## config.mk

```make
export PLATFORM = sky130hd
export DESIGN_NAME = alarma_ctrl
export DESIGN_NICKNAME = d
export VERILOG_FILES = /design/src/rtl/alarma_ctrl.sv
export SDC_FILE = /design/constraint.sdc
export NUM_CORES = 1
export LEC_CHECK = 0
export CAP_MARGIN = 20
export CORE_MARGIN = 3
export CORE_UTILIZATION = 40
export CTS_BUF_LIST = sky130_fd_sc_hd__clkbuf_4
export CTS_CLUSTER_SIZE = 25
export DETAILED_ROUTE_END_ITERATION = 8
export GPL_ROUTABILITY_DRIVEN = 1
export PLACE_DENSITY = 0.65
export REMOVE_ABC_BUFFERS = 1
export SLEW_MARGIN = 15
export SYNTH_ARGS = -nofsm -noshare
export SYNTH_HDL_FRONTEND = slang
export SYNTH_SLANG_ARGS = --single-unit
```

## constraint.sdc

```tcl
create_clock -name clk -period 2.1 [get_ports clk]
set_input_delay 0.42 -clock clk [delete_from_list [all_inputs] [get_ports clk]]
set_output_delay 0.42 -clock clk [all_outputs]
set_load 0.005 [all_outputs]
```

## src/rtl/alarma_ctrl.sv

```systemverilog
// Intruder alarm controller: exit/entry delays, siren timer and auto re-arm.
// Sensor pins are asynchronous and pass through a 2-flop synchronizer before use.
module alarma_ctrl #(
   parameter int unsigned T_SALIDA  = 10,
   parameter int unsigned T_ENTRADA = 8,
   parameter int unsigned T_SIRENA  = 20
) (
   input  logic       clk,
   input  logic       reset,
   input  logic       armar,
   input  logic       desarmar,
   input  logic [2:0] sensores,
   output logic       sirena,
   output logic       armada,
   output logic [2:0] estado,
   output logic [7:0] cuenta
);

   typedef enum logic [2:0] {
      DESARMADA = 3'b000,
      SALIDA    = 3'b001,
      ARMADA    = 3'b010,
      ENTRADA   = 3'b011,
      ALARMA    = 3'b100
   } state_t;

   localparam logic [7:0] LD_SALIDA  = 8'(T_SALIDA - 1);
   localparam logic [7:0] LD_ENTRADA = 8'(T_ENTRADA - 1);
   localparam logic [7:0] LD_SIRENA  = 8'(T_SIRENA - 1);

   logic [2:0] sync_1, sync_2;
   state_t     state_q, state_d;
   logic [7:0] cuenta_q, cuenta_d;
   logic       sirena_q, armada_q;
   logic       sen_a, sen_ventana, expirado;

   always_ff @(posedge clk or posedge reset) begin
      if (reset) begin
         sync_1 <= 3'b000;
         sync_2 <= 3'b000;
      end else begin
         sync_1 <= sensores;
         sync_2 <= sync_1;
      end
   end

   assign sen_a       = sync_2[2];
   assign sen_ventana = sync_2[1] | sync_2[0];
   assign expirado    = (cuenta_q == 8'd0);

   always_comb begin
      state_d  = state_q;
      cuenta_d = 8'd0;
      case (state_q)
         DESARMADA: begin
            if (armar) begin
               state_d  = SALIDA;
               cuenta_d = LD_SALIDA;
            end
         end
         SALIDA: begin
            if (expirado) state_d = ARMADA;
            else          cuenta_d = cuenta_q - 8'd1;
         end
         ARMADA: begin
            // Window sensors outrank the door: no entry grace period for them.
            if (sen_ventana) begin
               state_d  = ALARMA;
               cuenta_d = LD_SIRENA;
            end else if (sen_a) begin
               state_d  = ENTRADA;
               cuenta_d = LD_ENTRADA;
            end
         end
         ENTRADA: begin
            if (sen_ventana || expirado) begin
               state_d  = ALARMA;
               cuenta_d = LD_SIRENA;
            end else begin
               cuenta_d = cuenta_q - 8'd1;
            end
         end
         ALARMA: begin
            if (expirado) state_d = ARMADA;
            else          cuenta_d = cuenta_q - 8'd1;
         end
         default: begin
            state_d  = DESARMADA;
            cuenta_d = 8'd0;
         end
      endcase
      // Disarm overrides everything, including a simultaneous arm request.
      if (desarmar) begin
         state_d  = DESARMADA;
         cuenta_d = 8'd0;
      end
   end

   always_ff @(posedge clk or posedge reset) begin
      if (reset) begin
         state_q  <= DESARMADA;
         cuenta_q <= 8'd0;
         sirena_q <= 1'b0;
         armada_q <= 1'b0;
      end else begin
         state_q  <= state_d;
         cuenta_q <= cuenta_d;
         sirena_q <= (state_d == ALARMA);
         armada_q <= (state_d == ARMADA) || (state_d == ENTRADA) || (state_d == ALARMA);
      end
   end

   assign estado = state_q;
   assign cuenta = cuenta_q;
   assign sirena = sirena_q;
   assign armada = armada_q;

endmodule

```

Word-level counts from Yosys, hierarchy flattened. Cells that the tools add are included.

Register bits after elaboration: 19. Input bits: 7. Output and inout bits: 13. Logic and storage cells: 35.

Add/subtract/negate cells: 1. Equal/unequal tests: 7. Muxes and demuxes: 14. Bitwise gates (word level): 1. Reductions and logical operators: 6.

Operators with widths (number): case mux 8 bit (4 select lines) (1); two-way mux 8 bit (3); two-way mux 3 bit (7); == test 3 x 2 -> 1 bit (second input constant) (4); case mux 3 bit (4 select lines) (1); logical NOT 8 bit (1); subtractor 8 x 1 -> 8 bit (second input constant) (1); == test 3 bit (second input constant) (2); two-way mux 5 bit (1); two-way mux 4 bit (1); == test 3 x 1 -> 1 bit (second input constant) (1); logical NOT 3 bit (1); logical OR 1 bit (3); OR reduction 2 bit (1); OR 1 bit (1).

Depth between registers and ports, before layout.
Depth after elaboration: 8. Mapped depth: 6. Mapped depth without buffers: 6.

Worst setup path before layout. OpenSTA, ideal clock, no wires.

Path type: reg-to-reg. Start point: register cuenta_q[3] (netlist: cuenta[3]). End point: register state_q[1] (netlist: estado[1]). Library setup time: 0.074 ns. Arrival time: 1.453 ns. Data required time: 2.026 ns. Setup slack: 0.573 ns. Cell stages (with the launch flop): 5. Path buffers: 0. Clock period less this slack: 1.527 ns. Path through: dfrtp_1 nor4_4 nand3_2 or4_4 o21ai_2.

Longest elaborated chain between the ends: 5. Elaborated cells on any way between the ends: 6. Those cells by class: mux: 4; reduce/logical: 2.

RTL lines: from (decl) (RTL line 33) `logic [7:0] cuenta_q, cuenta_d;`; from (signal assigned) (RTL line 107) `cuenta_q <= cuenta_d;`; logical NOT 8 bit (*) (RTL line 49) `assign expirado = (cuenta_q == 8'd0);`; logical OR 1 bit (RTL line 76) `if (sen_ventana || expirado) begin`; two-way mux 3 bit (RTL line 76); case mux 3 bit (4 select lines) (*) (RTL line 54) `case (state_q)`; two-way mux 3 bit (*) (RTL line 93) `if (desarmar) begin`; named net state_d[1] (RTL line 32) `state_t state_q, state_d;`; to (signal assigned) (RTL line 106) `state_q <= state_d;`; to (decl) (RTL line 32).

Mark *: on every way through the listed nets, which the timed path passes. The rest lies on a longest branch.

Worst setup path in the final report.
Start point: register state_q[0] (netlist: estado[0]). End point: output port estado[0].

RTL lines: to (decl) (RTL line 15) `output logic [2:0] estado,`.

No word-level cell between the ends.

==> results by group <==
STA
  • # setup viols final: 0
  • Minimum clock period: 1.84 ns
  • Final hold violation count: 0
  • Tcrit/Tclk final: 87.8%
  • Fmax: 542 MHz
  • Max-slew violations: 0
  • Rel. slew slack: 53.6%
  • Setup ws final: 0.257 ns
  • Total Neg Setup Slack: 0 ns
  • Final Skew: 0.00421 ns
  • RSZ-0062 raised after global routing: false
  • Worst slew pin tran: 0.695 ns

Synth
  • Synth cell types: 34
  • Asr flop ratio synth: 100%
  • Cell count after synthesis: 82
  • Yosys warns: 0
  • Post-synth EDFFs: 0
  • Sequential-to-total area share from yosys stat: 52.1%
  • Mean Syn Cell Area: 11.1 um^2
  • Mapped Area: 913 um^2
  • Flops & latches, synth: 19
  • Synth Flop Type: dfrtp_1

Clock tree
  • Num CTS Buffers: 3
  • Worst-path clk slew: 0.10 ns
  • Total setup buffers inserted after CTS: 0
  • # clock sinks: 19
  • Clock Latency Late Sink: 0.29 ns
  • # H-tree levels: 1
  • Clock Tree Buf Depth: 2
  • Cts hold-fix bufs: 0
  • # resized after CTS: 0
  • Root buffer cell: clkbuf_4
  • CTS tree: done

Detailed routing
  • WL/cell: 13.5 um
  • Initial DRC Count: 6
  • DRC Markers: 0
  • Routed Antenna Nets: 0
  • Via count: 691
  • Drt via density: 5.27
  • Drt total wl: 1770 um
  • TritonRoute pass-1 iters: 4

Floorplanning
  • Initial Utilization: 44.3%
  • DIE AREA: 2890 um^2
  • Top Ports: 20
  • Chip Width: 53.8 um
  • Die Height: 53.8 um
  • Row count: 16
  • Core area: 2060 um^2

Job
  • Max cap viols: 0

Status
  • Status: finished clean

Power
  • Clock Power Share: 11.3%
  • Peak VDD IR: 731 uV
  • NetSw: 0.663 mW
  • Pwr Total: 1.68 mW
  • Sequential share of power: 35.6%
  • Pwr dens: 1450 nW/um^2
  • Internal: 1.02 mW
  • Combinational power share: 53.1%
  • Leakage Power: 0.493 nW
  • Sw Share: 39.5%

GRT
  • Pin count of the biggest net entering global routing: 20
  • Initial antenna violation count: 0
  • Global Route Usage Sum: 14.4%
  • Total gr overflow: 0
  • First-pass GRT wire length: 2970 um
  • Vias in the first global route: 684

Place
  • I/O Buffers: 19
  • HPWL after DPL: 1340 um
  • Placed inst area: 1130 um^2
  • Place WS: 0.352 ns
  • Gpl congestion: 0.798
  • Post-Place Cells: 127

Layout
  • Layout Cells excl Fill: 131
  • Layout area overhead: 26.6%
  • Layout cells sized above 1: 13.5%
  • N_diodes: 0
  • Final instance area: 1160 um^2
  • Final nets: 114

Worst setup path
  • Crit-path slowest cell: clkdlybuf4s50_1
  • Crit path DAT: 1.42 ns
  • Worst path buffer plus inverter count: 1
  • Required time of the critical path: 1.68 ns
  • Crit path launch type: flip-flop
  • Worst Setup End Kind: output port
  • CP max FO: 10
  • Critical path type: flip-flop to output port
  • Critical path's top delay family: buffers and inverters
  • Cell Chain, Critical Path: clkdlybuf4s50_1
  • Slowest cell delay on critical path: 0.57 ns

Hold path
  • HP Class: flip-flop to flip-flop
path summary, 6_finish.rpt:
check,slack (ns),startpoint,cells after the start,to
setup / recovery,0.26,estado[0]$_DFF_PP0_,1,estado[0]
hold / removal,0.36,sync_1[0]$_DFF_PP0_,0,sync_2[0]$_DFF_PP0_
setup reg to reg,0.43,cuenta[3]$_DFF_PP0_,4,cuenta[1]$_DFF_PP0_
hold reg to reg,0.36,sync_1[0]$_DFF_PP0_,0,sync_2[0]$_DFF_PP0_
max in group asynchronous,1.13,reset,2,sync_2[1]$_DFF_PP0_
min in group asynchronous,0.52,reset,2,estado[2]$_DFF_PP0_
sequential cells by signal, indices dropped and copies added, names as in the netlist:
name	count
cuenta	8
estado	3
sirena	1
sync_2	3
sync_1	3
armada	1
synth_stat cells, types with 2 or more instances:
cell	count	area [um^2]
o22ai_1	2	12.5
o32ai_1	2	17.5
ha_1	2	25.0
xor2_1	2	17.5
dfrtp_1	19	475
nor3_1	2	10.0
a21oi_1	3	15.0
inv_1	3	11.3
o21ai_0	4	20.0
xnor2_1	5	43.8
nand2_1	4	15.0
nand2b_1	5	31.3
nor2_1	8	30.0
layout make-up:
class	instances	area, um^2
Clock buffer	4	30.0
Sequential cell	19	475
Timing Repair Buffer	20	198
Tap cell	27	33.8
Fill cell	191	906
Inverter	3	11.3
Multi-Input combinational cell	58	408
power by group through the flow:
stage,Sequential [mW],Clock (mW),Combinational [mW]
after floorplan,0.585,0,0.589
after global placement,0.599,0,0.889
after detailed placement,0.604,0,0.886
after CTS,0.597,0.200,0.896
after global routing,0.616,0.216,0.996
final,0.598,0.190,0.891
worst register-to-register path, stage by stage (launching register included):
cell and delay (ns):
dfrtp_1 0.48, nor4_4 0.39, nand3_2 0.15, o21ai_0 0.37, o32ai_1 0.14
kinds of logic after synthesis:
logic type / synth area share [%]
DFF: 52.1
xor gates and xnor gates: 6.71
and+or+nand+nor: 22.6
adders and majority gates: 2.74
AOI/OAI and AO/OA: 12.6
buffers and inverters: 3.29
through the flow:
| stage | utilization (%) | hold WS, ns |
|---|---|---|
| 6_report | 56.1 | 0.359 |
| 5_1_grt | 56.1 | 0.365 |
| 4_1_cts | 56.1 | 0.362 |
| 3_5_place_dp | 54.6 | 0.336 |
| 3_3_place_gp | 54.6 | 0.334 |
| 2_1_floorplan | - | 0.331 |
cell usage in the layout (no fill, tap or decap), drive strengths merged:
cell           instances
inv                    3
a41o                   1
nor3                   2
and2b                  1
or4                    1
clkdlybuf4s50         19
buf                    1
or3                    1
nor2                   8
ha                     2
nor2b                  1
nor4                   2
a31oi                  1
nand2b                 5
and3                   1
or2                    1
or4b                   2
a21oi                  3
o21bai                 1
o21ai                  5
nand3                  1
xor2                   2
o32ai                  2
xnor2                  5
clkbuf                 4
o22ai                  2
dfrtp                 19
o31ai                  1
nand2                  4
nor4b                  1
o22a                   1
nand3b                 1
routing by layer:
layer,global-route usage [%],part of all wire [%],wire length (um),up-vias
met5,0,0,0,-
met4,2.98,0.68,12,0
met3,6.09,5.9,104,2
met2,22.8,45,804,26
met1,18.2,48,848,330
li1,-,-,-,333
Power figures use the tool's default switching activity.
